--- src/rtl/acc_sequencer.sv ---
// rtl/acc_sequencer.sv - instruction sequencer and accumulator owner in front of the ALU
module acc_sequencer #(
    parameter int          CNT_W    = 16,
    parameter logic [7:0]  ACC_INIT = 8'h00
) (
    input  logic             clk,
    input  logic             reset,
    input  logic             instr_valid,
    output logic             instr_ready,
    input  logic [11:0]      instr,
    input  logic             resume,
    output logic [2:0]       alu_opcode,
    output logic [7:0]       alu_data,
    output logic [7:0]       alu_accum,
    input  logic [7:0]       alu_result,
    output logic [7:0]       accum,
    output logic             zero,
    output logic             halted,
    output logic [CNT_W-1:0] retired
);

    typedef enum logic [1:0] {
        IDLE = 2'd0,
        EXEC = 2'd1,
        WB   = 2'd2,
        HALT = 2'd3
    } state_t;

    localparam logic [2:0]       OP_LDA  = 3'b001;
    localparam logic [2:0]       OP_SKZ  = 3'b010;
    localparam logic [2:0]       OP_HLT  = 3'b011;
    localparam logic [CNT_W-1:0] CNT_ONE = {{(CNT_W-1){1'b0}}, 1'b1};

    state_t     state;
    state_t     next_state;
    logic       skip;
    logic       accept;
    logic       instr_cls;
    logic [2:0] instr_op;
    logic [7:0] instr_imm;

    assign instr_cls = instr[11];
    assign instr_op  = instr[10:8];
    assign instr_imm = instr[7:0];

    // Handshake completes only while idle; ready is purely a function of state.
    assign accept    = instr_valid && (state == IDLE);
    assign alu_accum = accum;
    assign zero      = (accum == 8'h00);

    // State register.
    always_ff @(posedge clk or negedge reset) begin
        if (!reset) begin
            state <= IDLE;
        end else begin
            state <= next_state;
        end
    end

    // Next-state and handshake/status outputs; a pending skip swallows the next instruction.
    always_comb begin
        next_state  = state;
        instr_ready = 1'b0;
        halted      = 1'b0;
        case (state)
            IDLE: begin
                instr_ready = 1'b1;
                if (accept && !skip) begin
                    if (!instr_cls) begin
                        next_state = EXEC;
                    end else if (instr_op == OP_HLT) begin
                        next_state = HALT;
                    end
                end
            end
            EXEC: next_state = WB;
            WB:   next_state = IDLE;
            HALT: begin
                halted = 1'b1;
                if (resume) begin
                    next_state = IDLE;
                end
            end
            default: next_state = IDLE;
        endcase
    end

    // Accumulator, skip flag, ALU operand registers and retired counter.
    always_ff @(posedge clk or negedge reset) begin
        if (!reset) begin
            accum      <= ACC_INIT;
            skip       <= 1'b0;
            retired    <= '0;
            alu_opcode <= 3'b000;
            alu_data   <= 8'h00;
        end else begin
            if (accept) begin
                if (skip) begin
                    skip <= 1'b0;
                end else if (!instr_cls) begin
                    // Operands stay stable through EXEC so the ALU captures them at its end.
                    alu_opcode <= instr_op;
                    alu_data   <= instr_imm;
                end else begin
                    if (instr_op == OP_LDA) begin
                        accum <= instr_imm;
                    end
                    if (instr_op == OP_SKZ) begin
                        skip <= zero;
                    end
                    retired <= retired + CNT_ONE;
                end
            end
            if (state == WB) begin
                accum   <= alu_result;
                retired <= retired + CNT_ONE;
            end
        end
    end

endmodule
--- config.mk ---
export PLATFORM = sky130hd
export DESIGN_NAME = acc_sequencer
export DESIGN_NICKNAME = d
export VERILOG_FILES = /design/src/rtl/acc_sequencer.sv
export SDC_FILE = /design/constraint.sdc
export NUM_CORES = 1
export LEC_CHECK = 0
export BUFFER_PORTS_ARGS = -buffer_cell sky130_fd_sc_hd__buf_4
export CAP_MARGIN = 10
export CORE_ASPECT_RATIO = 0.75
export CORE_MARGIN = 4
export CORE_UTILIZATION = 48
export DETAILED_ROUTE_END_ITERATION = 8
export PLACE_DENSITY = 0.79
export SLEW_MARGIN = 20
export SYNTH_ARGS = -nofsm -noshare
export SYNTH_HDL_FRONTEND = slang
export SYNTH_SLANG_ARGS = --single-unit
--- constraint.sdc ---
create_clock -name clk -period 2.2 [get_ports clk]
set_clock_uncertainty 0.1 [all_clocks]
set_input_delay 0.11 -clock clk [delete_from_list [all_inputs] [get_ports clk]]
set_output_delay 0.11 -clock clk [all_outputs]
set_load 0.005 [all_outputs]
# Yosys cells after proc, flatten, opt, wreduce, memory -nomap -nowiden
# Cells that the tools add are included.
dict set report word_totals {
  reg_bits 38
  latchBits 0
  ram_bits 0
  rom_bits 0
  memories 0
}
dict set report op_classes {
  n_addsub 1
  multipliers 0
  n_div 0
  order_cmp 0
  n_eq_ne 10
  shift 0
  n_mux 19
  bitwise 2
  n_reduce_logical 12
}
# cell count
set op_table {}
lappend op_table {{16-bit two-way mux} 4}
lappend op_table {{8-bit two-way mux} 5}
lappend op_table {{16-bit by 1-bit adder with 16-bit output (second input constant)} 1}
lappend op_table {{3-bit AND reduction} 3}
lappend op_table {{8-bit logical NOT} 1}
lappend op_table {{2-bit two-way mux} 4}
lappend op_table {{2-bit one-hot mux with 4 select lines} 1}
lappend op_table {{3-bit by 2-bit equality test with 1-bit output (second input constant)} 2}
lappend op_table {{2-bit nonzero test} 3}
lappend op_table {{1-bit two-way mux} 5}
lappend op_table {{2-bit equality test (second input constant)} 2}
lappend op_table {{2-bit by 1-bit inequality test with 1-bit output (second input constant)} 2}
lappend op_table {{4-bit AND reduction} 1}
lappend op_table {{3-bit by 1-bit equality test with 1-bit output (second input constant)} 1}
lappend op_table {{3-bit by 2-bit inequality test with 1-bit output (second input constant)} 1}
lappend op_table {{2-bit by 1-bit equality test with 1-bit output (second input constant)} 1}
lappend op_table {{1-bit logical AND} 2}
lappend op_table {{2-bit logical NOT} 1}
lappend op_table {{2-bit inequality test (second input constant)} 1}
lappend op_table {{1-bit inverter} 2}
lappend op_table {{1-bit logical NOT} 1}

# Logic depth before layout (Yosys ltp)
# Gate-level depths: netlist of the first run.
dict set report logic_depth {
  depth_word 6
  depth_mapped 5
}

# Worst setup path before layout of the first run
# Ideal clock, no wire load.
dict set report synth_timing {
  kind {reg2reg}
  start {register state[1]}
  end {register alu_data[1]}
  setup_ns 0.125
  arrival_time_ns 1.354
  required_ns 1.975
  slack_ns 0.621
  path_stages_with_launch 6
  period_less_slack_ns 1.579
  cell_sequence {dfrtp_1 -> nor2_1 -> nand3b_1 -> nor2_1 -> buf_4 -> mux2_2}
}
dict set report synth_via {
  elab_chain_len 3
}
# item line_no
set synth_rtl {}
lappend synth_rtl {{from (decl)} 34} ;# state_t state;
lappend synth_rtl {{from (signal assigned)} 56} ;# state <= next_state;
lappend synth_rtl {{2-bit logical NOT} 47} ;# assign accept = instr_valid && (state == IDLE);
lappend synth_rtl {{1-bit logical AND} 47}
lappend synth_rtl {{3-bit AND reduction (no line)} --}
lappend synth_rtl {{to (signal assigned)} 103} ;# alu_data <= instr_imm;
lappend synth_rtl {{to (decl)} 13} ;# output logic [7:0] alu_data,
# No other way between the ends.
# A chain may end at the register's enable or synchronous reset.

# Final worst setup path of the first run
dict set report layout_timing {
  start {register state[1]}
  end {register accum[3]}
}
dict set report layout_via {
  elab_chain_len 4
}
# item line_no
set layout_rtl {}
lappend layout_rtl {{2-bit logical NOT} 47}
lappend layout_rtl {{1-bit logical AND} 47}
lappend layout_rtl {{2-bit nonzero test (no line)} --}
lappend layout_rtl {{4-bit AND reduction (no line)} --}
lappend layout_rtl {{to (signal assigned)} 106} ;# accum <= instr_imm;
lappend layout_rtl {{to (signal assigned)} 115} ;# accum <= alu_result;
lappend layout_rtl {{to (decl)} 16} ;# output logic [7:0] accum,
# Parallel ways exist; a longest one is shown, timed or not.

==> results of run 1 <==
[layer usage]
| layer | global-route usage | vias to the layer above |
|---|---|---|
| met2 | 0.404 | 37 |
| li1 | - | 695 |
| met5 | 0 | - |
| met1 | 0.262 | 739 |
| met4 | 0.0923 | 0 |
| met3 | 0.0386 | 7 |
[path summary, 6_finish.rpt]
check / cells after the start / startpoint / end / slack (ns)
worst max-delay path: 4 / state[1] / accum[3] / 0.35
worst min-delay path: 2 / instr[8] / alu_opcode[0] / 0.02
worst max register to register: 4 / state[1] / accum[3] / 0.35
worst min register to register: 1 / retired[15] / retired[15] / 0.38
max in group asynchronous: 2 / reset / state[0] / 1.44
min in group asynchronous: 2 / reset / alu_data[2] / 0.21
[power by group through the flow]
stage	clock network [W]	logic (W)	registers [W]
after floorplan	0	0.000390	0.00106
after global placement	0	0.000783	0.00107
after detailed placement	0	0.000819	0.00109
after CTS	0.000588	0.000847	0.00108
after global routing	0.000623	0.000927	0.00111
final	0.000579	0.000856	0.00109
[metrics by stage]
step,cells,power [W]
after CTS,289,0.00251
after global placement,262,0.00185
after global routing,289,0.00266
after floorplan,153,0.00145
final,289,0.00252
after detailed placement,262,0.00191
[placed cells by master, fill, tap and decap left out, drive strengths merged, types with 2 or more instances in the layout]
master | netlist | final
a21oi | 2 | 2
and3 | 3 | 3
and4 | 2 | 2
buf | 11 | 71
clkbuf | 1 | 7
dfrtp | 38 | 38
dlygate4sd3 | 0 | 19
inv | 3 | 3
mux2 | 12 | 12
mux2i | 8 | 8
nand2 | 12 | 12
nand3 | 3 | 3
nand4 | 5 | 5
nor2 | 11 | 11
nor2b | 2 | 2
nor3 | 2 | 2
o21ai | 9 | 9
or4 | 2 | 2
xnor2 | 7 | 7
xor2 | 8 | 8
[registers in the layout, indices dropped and copies added, names as in the netlist]
signal      cells
accum           8
skip            1
retired        16
alu_opcode      3
alu_data        8
state           2
[cell families after synthesis]
family / after synthesis / share of synthesized area
and+or+nand+nor: 48 / 0.151
xor gates and xnor gates: 15 / 0.0739
AOI/OAI and AO/OA: 16 / 0.0528
muxes: 20 / 0.123
DFF: 38 / 0.535
adders and majority gates: 1 / 0.00704
buffers and inverters: 15 / 0.0570
[repair_timing]
action                     CTS  global route
hold endpoints to repair    56             0
setup endpoints to repair    0             0
hold buffers                19             0
[final cells by class]
cell class	instances	area, µm²	share of cell area
clock buffers	7	76.3	0.0296
repair buffers	90	723	0.280
clock inverters	1	30.0	0.0116
inverters	3	11.3	0.00437
flip-flops and latches	38	951	0.369
multi-input cells	100	724	0.281
well taps	50	62.6	0.0243
==> run_results.csv, run 1 <==
group,metric,value,unit
yosys,avgSynthCellArea,11.6,µm²
place,gp_congestion,0.724,
clock_tree,clk_path_buf_depth,2,
sta,post-route-period-util,0.840,
min_path,hold_path_class,"primary input to flop",
grt,grt_usage,0.220,
pwr,clkPwrFrac,0.229,
routing,drt-vias-per-instance,5.11,
routing,routedWlPerCell,16.7,µm
yosys,synth-edff-count,0,
yosys,synthFlopType,"dfrtp_1",
grt,grt_pass1_vias,1455,
floorplan,coreArea,3420,µm²
finish,finish.instance_area,2580,µm²
clock_tree,cts-buffers-inserted,5,
setup_path,required,2.28,ns
yosys,yosysMostFrequentCell,"dfrtp_1",
grt,grt-ovfl-total,0,
sta,hold_ws,0.0202,ns
yosys,netlist_instances,153,
yosys,synth_commonest_cells,"38 x dfrtp_1, 12 x nand2_1, 11 x mux2_2, 11 x nor2_1, 10 x buf_4",
pwr,leakage,1.30,nW
yosys,yosys.cell_types.count,34,
finish,num_antenna_cells,0,
floorplan,start_util,0.519,
routing,met2WireLength,2610,µm
grt,grt_pass1_wl,7760,µm
clock_tree,cts_sinks,38,
floorplan,die_h,60.7,µm
yosys,yosysTopAreaCellShare,0.535,
clock_tree,cts-root-buf,"clkbuf_8",
sta,finalHoldViolCount,0,
routing,drt_drc_violations_left,0,
place,pre_cts_ws,0.434,ns
place,placedInstanceArea,2280,µm²
setup_path,crit_arrival,1.93,ns
grt,grt_max_degree,39,
pwr,power.density,978,nW/µm²
pwr,vdd_drop_max,545,µV
finish,n_fill_cell,244,
sta,grt_setup_unrepaired,"no",
sta,period_minus_slack,1.85,ns
setup_path,path_max_fanout,8,
job,drv_cap,0,
routing,drt_wl_total,4830,µm
finish,fin_util,0.753,
routing,wl_met1,1920,µm
finish,layout.nets,263,
yosys,synth_area,1780,µm²
routing,top_layer_used,"met4",
finish,syn2layout_area_growth,45.1,%
setup_path,worstPathCellList,"nor4b_2 > nand4_2 > mux2i_1 > o21ai_0",
clock_tree,clock_latency,0.29,ns
yosys,synthTopCellsByArea,"dfrtp_1 54%, mux2_2 7.0%, mux2i_1 4.5%",
yosys,synth_top_cell_by_area,"dfrtp_1",
sta,setup_viol,0,
setup_path,endpoint_kind,"flop",
floorplan,die_x,78.3,µm
pwr,p_switching,0.000775,W
yosys,ys_warn_count,0,
place,hpwl,3320,µm
routing,via_count,1478,
place,port_buffers,69,
yosys,ys_ff_latch,38,
yosys,yosysSeqAreaShare,0.535,
routing,ant_nets,0,
sta,worst_pin_slew,0.485,ns
sta,clock.fmax,541,MHz
routing,dr.first_iter.drc_count,94,
setup_path,slowest_stage,"dfrtp_1",
setup_path,critPathTopFamily,"simple AND/OR/NAND/NOR gates",
sta,slew_headroom,0.673,
sta,setup_ws,0.353,ns
sta,fin_tns_setup,0,ns
routing,drt-pass1-iter-count,4,
routing,wl_met3,206,µm
setup_path,crit_buf_inv,0,
clock_tree,post_cts_buffers,0,
clock_tree,post_cts_resized,0,
sta,slew_viol_final,0,
pwr,power_frac_seq,0.431,
pwr,p_sw_frac,0.307,
clock_tree,cts_max_level,2,
finish,final_layout_size_suffix_gt1_frac,0.381,
floorplan,die-area,4750,µm²
setup_path,critPathMaxStageDelay,0.46,ns
pwr,internal_power,0.00175,W
yosys,synthArstFlopShare,1.00,
floorplan,rows,18,
run_status,status,"completed",
setup_path,start_kind,"flop",
yosys,syn_nets,178,
grt,antenna_found_initial,0,
setup_path,crit_type,"flop to flop",
clock_tree,cts_tree,"done",
pwr,pwr-share-comb,0.339,
floorplan,io_pins,70,
clock_tree,clk_pin_slew,0.07,ns
Note: power is estimated with default switching activity, not from simulation.
==> inputs of run 2 (changes only) <==
==> constraint.sdc (replaced) <==
create_clock -name clk -period 1.7 [get_ports clk]
set_clock_uncertainty 0.1 [all_clocks]
set_input_delay 0.085 -clock clk [delete_from_list [all_inputs] [get_ports clk]]
set_output_delay 0.085 -clock clk [all_outputs]
set_load 0.005 [all_outputs]
==> run 2 against run 1 <==
Against the previous run:
- global-route usage increased by 0.26 points
- power grew 26%
- first-iteration DRC count is 14% lower
- die area did not move
- critical path depth fell by 1
- sequential share of layout area shrank 0.64 points
- critical path type is now flop to output pin
==> run_results.csv, run 2 (same netlist as run 1, synthesis figures left out) <==
group,metric,value,unit
sta,hold_ws,0.0350,ns
sta,setup_viol,0,
floorplan,die_x,78.3,µm
grt,grt_max_degree,39,
grt,grt_usage,0.222,
floorplan,rows,18,
sta,period_minus_slack,1.70,ns
run_status,status,"completed",
finish,final_layout_size_suffix_gt1_frac,0.415,
finish,mostFrequentLayoutCells,"78 x buf_4, 36 x dfrtp_1, 20 x dlygate4sd3_1, 12 x nand2_1, 11 x mux2_2",
grt,grt_pass1_wl,7970,µm
routing,routedWlPerCell,16.9,µm
floorplan,start_util,0.519,
floorplan,die_h,60.7,µm
clock_tree,clock_latency,0.29,ns
finish,fin_cells,296,
sta,slew_headroom,0.678,
sta,finalHoldViolCount,0,
clock_tree,cts_tree,"done",
min_path,hold_path_class,"primary input to flop",
floorplan,coreArea,3420,µm²
setup_path,endpoint_kind,"output pin",
floorplan,io_pins,70,
place,port_buffers,69,
clock_tree,clk_path_buf_depth,2,
place,gp_congestion,0.744,
grt,grt_pass1_vias,1597,
min_path,hp-start,"resume",
sta,clock.fmax,589,MHz
routing,via_count,1564,
routing,drt-vias-per-instance,5.28,
setup_path,required,1.51,ns
finish,num_antenna_cells,0,
clock_tree,clk_pin_slew,0.07,ns
place,post-place-cells,264,
pwr,power.density,1210,nW/µm²
sta,setup_ws,0.00250,ns
pwr,vdd_drop_max,797,µV
finish,largestRegisters,"retired (16), accum (8), alu_data (8)",
job,drv_cap,0,
finish,largest_register_ffs,16,
routing,ant_nets,0,
finish,n_fill_cell,229,
routing,drt_drc_violations_left,0,
setup_path,critPathLaunch,"accum[1]",
place,placedInstanceArea,2300,µm²
setup_path,crit_arrival,1.51,ns
routing,drt-pass1-iter-count,4,
setup_path,start_kind,"flop",
place,hpwl,3340,µm
routing,dr.first_iter.drc_count,81,
sta,worst_pin_slew,0.483,ns
clock_tree,cts-root-buf,"clkbuf_8",
sta,slew_viol_final,0,
setup_path,crit_type,"flop to output pin",
finish,finish.instance_area,2630,µm²
pwr,leakage,1.33,nW
clock_tree,cts_max_level,2,
setup_path,r2r-end,"retired[1]",
finish,largest_register,"retired",
place,pre_cts_ws,0.0663,ns
setup_path,path_max_fanout,2,
setup_path,reg2reg_from,"state[0]",
setup_path,rrSetupSlack,0.03,ns
floorplan,die-area,4750,µm²
finish,mostFrequentLayoutCell,"buf_4",
finish,layout.nets,271,
grt,antenna_found_initial,0,
setup_path,worst_r2r_path_depth,3,
clock_tree,cts-buffers-inserted,5,
clock_tree,cts_sinks,38,
finish,syn2layout_area_growth,48.1,%
setup_path,crit_path_end,"zero",
sta,post-route-period-util,0.999,
grt,grt-ovfl-total,0,
routing,drt_wl_total,5010,µm
## run 2: cell types whose count changed in the layout (fill, tap and decap cells not counted), sizes merged
| cell | previous run | this run |
|---|---|---|
| bufinv | 1 | 0 |
| dlygate4sd3 | 19 | 20 |
| buf | 71 | 78 |
## run 2: timing repair
| action | CTS | global route |
|---|---|---|
| endpoints found under the setup margin | 1 | 17 |
| pin swaps | 0 | 2 |
| hold endpoints to repair | 57 | 0 |
| buffers inserted | 1 | 4 |
| hold buffers | 20 | 0 |
| gates resized for setup | 0 | 8 |
## run 2: area by class of cell
type,instances,area [µm²],area share
sequential,38,953,0.362
tap,50,62.6,0.0238
clock buffer,7,76.3,0.0290
timing repair buffer,98,786,0.299
multi-input combinational,100,742,0.282
inverter,3,11.3,0.00428
## run 2: critical path: stages, from the launching register on
cell and delay (ns):
dfrtp_1 0.40, or4_4 0.55, nor2_2 0.13, buf_4 0.13
## run 2: worst min-delay path by stage
stage	to	cells past startpoint
global route	state[1]	3
CTS	state[1]	3
finish	state[1]	3
detailed placement	alu_data[6]	1
global placement	alu_data[5]	1
floorplan	accum[0]	0
## run 2: where the power goes
group | switching (W) | internal (W)
clock network | 0.000307 | 0.000283
logic | 0.000458 | 0.000742
registers | 0.000243 | 0.00114
total | 0.00101 | 0.00217
## run 2: per-layer routing
layer  vias to the layer above  track usage  wire (µm)
li1                        713            -          -
met3                        15       0.0475        190
met2                        54        0.388       2580
met4                         0       0.0923        137
met1                       782        0.277       2100
met5                         -            0          0
## run 2: stage by stage
stage	utilization	TNS (ns)	total power (W)
after global routing	0.769	-0.102	0.00336
after global placement	0.671	0	0.00242
after floorplan	-	0	0.00187
final	0.769	0	0.00318
after detailed placement	0.671	0	0.00246
after CTS	0.754	0	0.00310
